--- src/rtl/uart_pkg.sv ---
// uart_pkg: shared types and constants for the FIFO-draining UART transmitter.
//   tx_state_t           - transmitter FSM state encoding
//   UART_DATA_BITS       - data bits per frame
//   DEFAULT_CLKS_PER_BIT - 50 MHz / 115200 baud
package uart_pkg;

  localparam int UART_DATA_BITS       = 8;
  localparam int DEFAULT_CLKS_PER_BIT = 434;

  typedef enum logic [2:0] {
    IDLE,
    FETCH,
    LOAD,
    START,
    DATA,
    PARITY,
    STOP
  } tx_state_t;

endpackage

--- src/rtl/uart_baud_cnt.sv ---
// uart_baud_cnt: bit-period counter for the UART transmitter.
// Ports:
//   clk   - system clock
//   rst   - synchronous active-high reset
//   clear - restart the bit period (asserted on every FSM state entry)
//   run   - count while a serial bit is on the line
//   tick  - one-cycle pulse on the last clock of a bit period
module uart_baud_cnt #(
  parameter int CLKS_PER_BIT = 434
) (
  input  logic clk,
  input  logic rst,
  input  logic clear,
  input  logic run,
  output logic tick
);

  localparam int W = (CLKS_PER_BIT > 2) ? $clog2(CLKS_PER_BIT) : 1;

  logic [W-1:0] cnt;

  assign tick = run && (cnt == W'(CLKS_PER_BIT - 1));

  always_ff @(posedge clk) begin
    if (rst || clear)
      cnt <= '0;
    else if (run)
      cnt <= tick ? '0 : cnt + 1'b1;
  end

endmodule

--- src/rtl/uart_tx_fifo_drain.sv ---
// uart_tx_fifo_drain: UART transmitter draining the read side of a FIFO.
// Pops one word whenever the FIFO is non-empty and enable is high, and sends
// its low byte as an 8N1/8E1 frame (LSB first) with 1 or 2 stop bits.
// Ports:
//   clk        - system clock
//   rst        - synchronous active-high reset
//   enable     - permit starting new frames (a frame in flight always finishes)
//   fifo_empty - FIFO empty flag
//   fifo_rd    - single-cycle pop strobe, registered
//   fifo_dout  - FIFO read data, valid the cycle after fifo_rd (bits above 7 ignored)
//   tx         - serial line, idle high, registered
//   busy       - high from FETCH through the last stop bit, registered
module uart_tx_fifo_drain
  import uart_pkg::*;
#(
  parameter int CLKS_PER_BIT = DEFAULT_CLKS_PER_BIT,
  parameter int FIFO_WIDTH   = 32,
  parameter int PARITY_EN    = 0,
  parameter int STOP_BITS    = 1
) (
  input  logic                  clk,
  input  logic                  rst,
  input  logic                  enable,
  input  logic                  fifo_empty,
  output logic                  fifo_rd,
  input  logic [FIFO_WIDTH-1:0] fifo_dout,
  output logic                  tx,
  output logic                  busy
);

  tx_state_t                 state, state_nxt;
  logic [2:0]                bit_idx, idx_nxt;
  logic [UART_DATA_BITS-1:0] shreg;
  logic                      tx_nxt;
  logic                      tick, run, clear;
  logic                      more;

  // Upper FIFO bits are deliberately not transmitted (FIFO_WIDTH > 8 assumed).
  logic unused_hi;
  assign unused_hi = ^fifo_dout[FIFO_WIDTH-1:UART_DATA_BITS];

  assign more  = enable && !fifo_empty;
  assign run   = (state == START) || (state == DATA) ||
                 (state == PARITY) || (state == STOP);
  assign clear = (state_nxt != state);

  uart_baud_cnt #(.CLKS_PER_BIT(CLKS_PER_BIT)) u_baud (
    .clk  (clk),
    .rst  (rst),
    .clear(clear),
    .run  (run),
    .tick (tick)
  );

  always_comb begin
    state_nxt = state;
    idx_nxt   = bit_idx;
    case (state)
      IDLE:   if (more) state_nxt = FETCH;
      FETCH:  state_nxt = LOAD;
      LOAD:   state_nxt = START;
      START:  if (tick) state_nxt = DATA;
      DATA: begin
        if (tick) begin
          if (bit_idx == 3'(UART_DATA_BITS - 1))
            state_nxt = (PARITY_EN != 0) ? PARITY : STOP;
          else
            idx_nxt = bit_idx + 3'd1;
        end
      end
      PARITY: if (tick) state_nxt = STOP;
      STOP: begin
        // bit_idx doubles as the stop-bit counter
        if (tick) begin
          if (bit_idx == 3'(STOP_BITS - 1))
            state_nxt = more ? FETCH : IDLE;
          else
            idx_nxt = bit_idx + 3'd1;
        end
      end
      default: state_nxt = IDLE;
    endcase
    if (state_nxt != state) idx_nxt = '0;

    // Line level is derived from the upcoming state so tx stays registered.
    case (state_nxt)
      START:   tx_nxt = 1'b0;
      DATA:    tx_nxt = shreg[idx_nxt];
      PARITY:  tx_nxt = ^shreg;
      default: tx_nxt = 1'b1;
    endcase
  end

  always_ff @(posedge clk) begin
    if (rst) begin
      state   <= IDLE;
      bit_idx <= '0;
      shreg   <= '0;
      tx      <= 1'b1;
      fifo_rd <= 1'b0;
      busy    <= 1'b0;
    end else begin
      state   <= state_nxt;
      bit_idx <= idx_nxt;
      if (state == LOAD) shreg <= fifo_dout[UART_DATA_BITS-1:0];
      tx      <= tx_nxt;
      fifo_rd <= (state_nxt == FETCH);
      busy    <= (state_nxt != IDLE);
    end
  end

endmodule

--- config.mk ---
export PLATFORM = sky130hd
export DESIGN_NAME = uart_tx_fifo_drain
export DESIGN_NICKNAME = d
export VERILOG_FILES = /design/src/rtl/uart_pkg.sv /design/src/rtl/uart_baud_cnt.sv /design/src/rtl/uart_tx_fifo_drain.sv
export SDC_FILE = /design/constraint.sdc
export NUM_CORES = 1
export LEC_CHECK = 0
export CAP_MARGIN = 20
export CORE_AREA = 3 3 72 74
export CTS_BUF_LIST = sky130_fd_sc_hd__clkbuf_16
export CTS_CLUSTER_SIZE = 24
export DETAILED_ROUTE_END_ITERATION = 10
export DIE_AREA = 0 0 75 77
export GPL_TIMING_DRIVEN = 0
export PLACE_DENSITY = 0.61
export SYNTH_ARGS = -nofsm -noshare
export SYNTH_HDL_FRONTEND = slang
export SYNTH_SLANG_ARGS = --single-unit
--- constraint.sdc ---
create_clock -name clk -period 3.25 [get_ports clk]
set_input_delay 0.65 -clock clk [delete_from_list [all_inputs] [get_ports clk]]
set_output_delay 0.65 -clock clk [all_outputs]
set_load 0.02 [all_outputs]
======== Word level (Yosys, flattened, before mapping) ========
Cells that the tools add are included.
word-level totals
  register bits ........................... 26
  input bits .............................. 36
operators by class
  add/sub/neg operators ................... 2
  $lt $le $gt $ge ......................... 1
  equal/unequal tests ..................... 13
  mux-type cells .......................... 19
  reduce and logical (&&, ||, !) cells .... 11
operator list
  cell                                                                           count
  3-bit two-way mux                                                              12
  3-bit case mux with 7 select lines                                             1
  3-bit == test (second input constant)                                          6
  9-bit by 1-bit adder with 9-bit output (second input constant)                 1
  3-bit by 2-bit == test with 1-bit output (second input constant)               3
  9-bit == test (second input constant)                                          1
  9-bit two-way mux                                                              1
  8-bit XOR reduction                                                            1
  3-bit by 1-bit == test with 1-bit output (second input constant)               2
  3-bit logical NOT                                                              2
  3-bit case mux with 2 select lines                                             1
  1-bit logical OR                                                               4
  3-bit by 4-bit less-than comparator with 1-bit output (second input constant)  1
  3-bit by 1-bit adder with 3-bit output (second input constant)                 1
  1-bit binary-select mux with 3-bit select                                      1
  3-bit != test                                                                  1
  1-bit case mux with 3 select lines                                             1
  3-bit nonzero test                                                             1
  1-bit logical AND                                                              2
  1-bit two-way mux                                                              2
  1-bit logical NOT                                                              1

======== Longest topological paths before layout ========
  word-level depth ........................ 12
  depth in mapped cells ................... 10
  gate-level depth less buffers ........... 9

======== By module ========
From an unflattened synthesis, not the netlist that was laid out.
unflattened totals
  cells, all modules ...................... 172
  area total of the unflattened synthesis .. 1556.5 um^2
modules (own cells, without submodules)
  module              times used  cells an instance  area each (um^2)  seq. area each (um^2)
  uart_tx_fifo_drain  1           118                1087.3            340.3
  uart_baud_cnt       1           54                 469.2             180.2

======== Worst setup path before layout ========
Ideal clock, no wire load.
  kind .................................... register to register
  start ................................... reg bit_idx[0]
  end ..................................... reg u_baud.cnt[2]
  setup time .............................. 62 ps
  data arrival time ....................... 2174 ps
  setup slack ............................. 1014 ps
  cell stages (with the launch flop) ...... 11
  path through ............................ dfxtp_1 -> clkbuf_1 -> inv_1 -> ha_1 -> and3b_4 -> a311oi_2 -> nor2_1 -> or3_1 -> buf_2 -> o21bai_4 -> nor2_2
on the way
  word-level cells in the longest chain between the ends .. 6
  elaborated cells between the ends (all ways) .. 9
  classes of those cells .................. eq/ne (2); mux (5); reduce/logical (2)
ends and longest elaborated chain
  item                                                RTL line                                            RTL
  start: declaration                                  uart_tx_fifo_drain.sv:32                            logic [2:0] bit_idx, idx_nxt;
  start signal: assignment                            uart_tx_fifo_drain.sv:104                           bit_idx <= idx_nxt;
  3-bit == test or 3-bit logical NOT (tied branches)  uart_tx_fifo_drain.sv:65, uart_tx_fifo_drain.sv:75
  3-bit two-way mux, on equally long branches         uart_tx_fifo_drain.sv:65, uart_tx_fifo_drain.sv:75
  3-bit two-way mux, on equally long branches         uart_tx_fifo_drain.sv:64, uart_tx_fifo_drain.sv:74
  3-bit case mux with 7 select lines *                uart_tx_fifo_drain.sv:58                            case (state)
  3-bit != test *                                     uart_tx_fifo_drain.sv:45                            assign clear = (state_nxt != state);
  1-bit logical OR *                                  uart_baud_cnt.sv:25                                 if (rst || clear)
  end signal: assignment                              uart_baud_cnt.sv:28                                 cnt <= tick ? '0 : cnt + 1'b1;
  end: declaration                                    uart_baud_cnt.sv:20                                 logic [W-1:0] cnt;
Every way passes the cells marked *; elsewhere a longest branch is shown, timed or not.
A chain may end at the register's enable or synchronous reset.

======== Final worst setup path ========
Same ends and word-level chain as after synthesis.

==> Flow_metrics.wiki <==
{| class="wikitable"
! Metric !! Value
|-
| Total power per unit cell area || 422.1 nW/um^2
|-
| Leakage || 0.0006365 uW
|-
| Setup slack at placement || 687.0 ps
|-
| Final Hold Vio Count || 0
|-
| Setup repair after global routing missed its margin || no
|-
| Worst endpoint required time || ~3500 ps
|-
| DRT antenna net count || 0
|-
| CTS tree || yes
|-
| Final hold slack || ~550 ps
|-
| Routed wire length || 3236 um
|-
| Setup bufs post-CTS || 0
|-
| Worst-Skew Late Latency || roughly 270 ps
|-
| Post-Route Utilization || slightly above 40%
|-
| Maximum clock rate || 398.9 MHz
|-
| Endpoint of the most critical register-to-register path || u_baud.cnt[2]
|-
| Number of instances in the synthesized netlist || 185
|-
| Global placer's final weighted congestion || around 0.86
|-
| Clock H-tree levels || 1
|-
| Number of vias per cell || 5.160
|-
| Syn-to-layout area delta || 19.44%
|-
| Proportion of register bits with asynchronous set or reset after synthesis || 0%
|-
| Slew HR || 43.53%
|-
| Total congestion overflow after global routing || 0
|-
| Slew at the pin with the worst max-slew slack || around 840 ps
|-
| DPL Wire Length || between 2000 and 2500 um
|-
| Flip-flop cell with the highest count after synthesis || sky130_fd_sc_hd__dfxtp_1
|-
| Die boundary width || 75 um
|-
| Total negative slack || 0 ps
|-
| Final number of max-transition violations || 0
|-
| Maximum clock insertion buffer count || 2
|-
| Synth Net Count || roughly 230
|-
| Die Outline Area || 5775 sq um
|-
| Remaining DRCs || 0
|-
| Clock Sinks || 26
|-
| Post-route design area || 1922 sq um
|-
| Cell family contributing the most delay on the critical path || simple AND/OR/NAND/NOR gates
|-
| Endpoint, Worst Hold || u_baud.cnt[1]
|-
| Switching power || 183.3 uW
|-
| PostCTS Resize Cnt || 0
|-
| Part of the total power dissipated in combinational logic || 13.2%
|-
| Synthesized flop and latch total || 26
|-
| Number of design-rule violations left by the first detailed-router iteration || 83
|-
| Category of the critical setup timing path || flip-flop to flip-flop
|-
| Switching Fraction || 22.60%
|-
| Internal power component || around 630 uW
|-
| Clock root buffer || sky130_fd_sc_hd__clkbuf_16
|-
| Cell breakdown of the critical path || clkbuf_1, inv_1, ha_1, and3b_4, a311oi_2, nor2_1, or3_1, buf_2, o21bai_4, nor2_2
|-
| Number of distinct library cells after synthesis || 49
|-
| R2R Setup Slk || 740 ps
|-
| DR pass1 iterations || 4
|-
| Hold Path Depth || 2
|-
| Clock slew at the register clock pins of the worst setup and hold paths || 70 ps
|-
| Outcome || finished, final reports clean
|-
| Worst-path fanout max || 7
|-
| Hold WC Path Type || flip-flop to flip-flop
|-
| Proportion of power drawn by the clock network || ~45%
|-
| HP Start || u_baud.cnt[1]
|-
| Share of the yosys chip area belonging to registers || 32.35%
|-
| Cts-stage hold buffer count || 0
|-
| Syn Std Cell Area || 1609 sq um
|-
| Number of max-cap violations || 0
|-
| Number of standard-cell rows in the floorplan || 25
|-
| Synthesized area divided by synthesized cell count || about 8.7 sq um
|-
| Element type at the critical path start || flip-flop
|-
| Final worst-path cycle share || 77.14%
|-
| Gr usage total || roughly an eighth
|-
| Net count of the finished layout || 246
|-
| Area inside the core boundary || 4661 sq um
|-
| Minimum period implied by the final worst setup slack || 2507 ps
|-
| Final setup viols || 0
|-
| Smallest setup slack after layout || roughly 740 ps
|-
| Clock skew || 6.094 ps
|-
| Slowest cell on the critical path || sky130_fd_sc_hd__or3_1
|-
| EDFF count, synth || 0
|-
| Placement-stage cell area || approximately 1800 sq um
|-
| Fraction of final layout cells with drive strength greater than 1 || between 10% and 20%
|-
| Sequential cell fraction of total power || 41.7%
|-
| Largest stage delay, worst path || 340 ps
|-
| Number of buffers inserted by port buffering || 14
|-
| Arrival time at the worst endpoint || 2720 ps
|-
| CP endpoint kind || flip-flop
|-
| Top-Level Pins || 39
|-
| Worst voltage drop across the vdd grid || 0.1659 mV
|-
| Worst reg2reg path startpoint || bit_idx[0]
|-
| Maximum number of pins on one net before global-route repair || 16
|-
| Buf+Inv Stages, Crit Path || 3
|-
| Average wire length per cell after detail routing || 12.59 um
|-
| Vias || 1326
|-
| Number of warnings issued by yosys || 0
|-
| Global-route wire length before repair || 5747 um
|-
| Number of antenna diodes || 0
|-
| Antenna violations before repair || 0
|-
| Die height || between 70 and 80 um
|-
| Starting density of the core || 34.52%
|-
| R2r worst-path depth || 10
|-
| Number of global-route vias before repair || 1248
|-
| Number of buffers created by CTS || 3
|}
==> layout make-up <==
cell class	count	area [sq um]
clock buffer	3	75.07
fill	472	2739
timing repair buffer	14	140.1
sequential	26	520.5
multi-input combinational	145	1030
tap	54	67.56
clock inverter	1	30.03
buffer	6	28.78
inverter	8	30.03
==> routing by layer <==
layer | GRT usage (%) | vias up | wire length (um)
met3 | 3.801 | 4 | 120
li1 | - | 689 | -
met2 | 18.29 | 17 | 1409
met5 | 0 | - | 0
met1 | 17.59 | 616 | 1672
met4 | 3.559 | 0 | 34
==> power by group through the flow <==
stage	clock (uW)	combinational, uW	sequential [uW]
detailed placement	0	107	345
floorplan	0	69.3	347
finish	366	107	338
global route	387	119	340
CTS	374	108	338
global placement	0	106	345
==> cells in the final DEF (no fill, tap or decap), types with 4 or more instances in the layout <==
cell type / instances
sky130_fd_sc_hd__clkdlybuf4s50_1: 14
sky130_fd_sc_hd__nand2_1: 8
sky130_fd_sc_hd__inv_1: 7
sky130_fd_sc_hd__dfxtp_1: 26
sky130_fd_sc_hd__a21oi_1: 12
sky130_fd_sc_hd__nor2_2: 8
sky130_fd_sc_hd__nand3_1: 9
sky130_fd_sc_hd__nor3_1: 4
sky130_fd_sc_hd__ha_1: 6
sky130_fd_sc_hd__nor2_1: 23
sky130_fd_sc_hd__xnor2_1: 11
sky130_fd_sc_hd__o21ai_0: 4
sky130_fd_sc_hd__mux2i_1: 12
==> cell usage after synthesis (all sizes together) (2+ instances only) <==
| cell | instances | area [sq um] |
|---|---|---|
| nor3 | 5 | 30.03 |
| o21ai | 5 | 25.02 |
| o211ai | 2 | 20.02 |
| ha | 6 | 75.07 |
| xor2 | 3 | 26.28 |
| nor2b | 3 | 18.77 |
| and4 | 2 | 17.52 |
| nand3 | 9 | 45.04 |
| inv | 8 | 30.03 |
| and3b | 2 | 21.27 |
| and2 | 3 | 18.77 |
| a21oi | 12 | 60.06 |
| buf | 3 | 17.52 |
| nand2 | 8 | 30.03 |
| and3 | 3 | 18.77 |
| dfxtp | 26 | 520.5 |
| a311oi | 2 | 23.77 |
| a211oi | 3 | 22.52 |
| mux2i | 12 | 120.1 |
| o311ai | 2 | 17.52 |
| xnor2 | 12 | 112.6 |
| or3 | 2 | 12.51 |
| a21o | 2 | 15.01 |
| clkbuf | 3 | 11.26 |
| nor2 | 31 | 136.4 |
| a31oi | 2 | 12.51 |
==> sequential cells by signal (all words and copies together), names as in the netlist <==
name	cells
u_baud.cnt	9
shreg	8
bit_idx	3
state	3
busy	1
fifo_rd	1
tx	1
==> logic make-up (layout without fill, tap and decap cells) <==
kind of cell | Yosys count | in the layout | share of synthesized area (%)
AND/OR/NAND/NOR | 76 | 76 | 26.44
multiplexers | 13 | 13 | 8.865
adder cells (fa/ha/maj) | 6 | 6 | 4.666
flip-flops | 26 | 26 | 32.35
XOR/XNOR | 15 | 15 | 8.632
buffers and inverters | 14 | 32 | 3.655
AO/OA/AOI/OAI | 35 | 35 | 15.40
==> worst max-delay path by stage <==
stage | start | to | slack, ps | cells past startpoint
floorplan | bit_idx[0] | u_baud.cnt[2] | 1010 | 10
global placement | enable | u_baud.cnt[2] | 680 | 8
detailed placement | enable | u_baud.cnt[2] | 690 | 8
CTS | bit_idx[0] | u_baud.cnt[2] | 730 | 10
global route | bit_idx[0] | u_baud.cnt[2] | 540 | 10
finish | bit_idx[0] | u_baud.cnt[2] | 740 | 10
==> worst min-delay path, cell delays in order, from the launching register on <==
cell and delay (ps):
sky130_fd_sc_hd__dfxtp_1 330, sky130_fd_sc_hd__a21oi_1 130, sky130_fd_sc_hd__nor2_1 40
==> metrics by stage <==
step	std cells	power [uW]
after floorplan	185	416.4
after global placement	253	451.9
after detailed placement	253	452.9
after CTS	257	820.1
after global routing	257	845.6
final	257	811.2
Power figures use the tool's default switching activity.
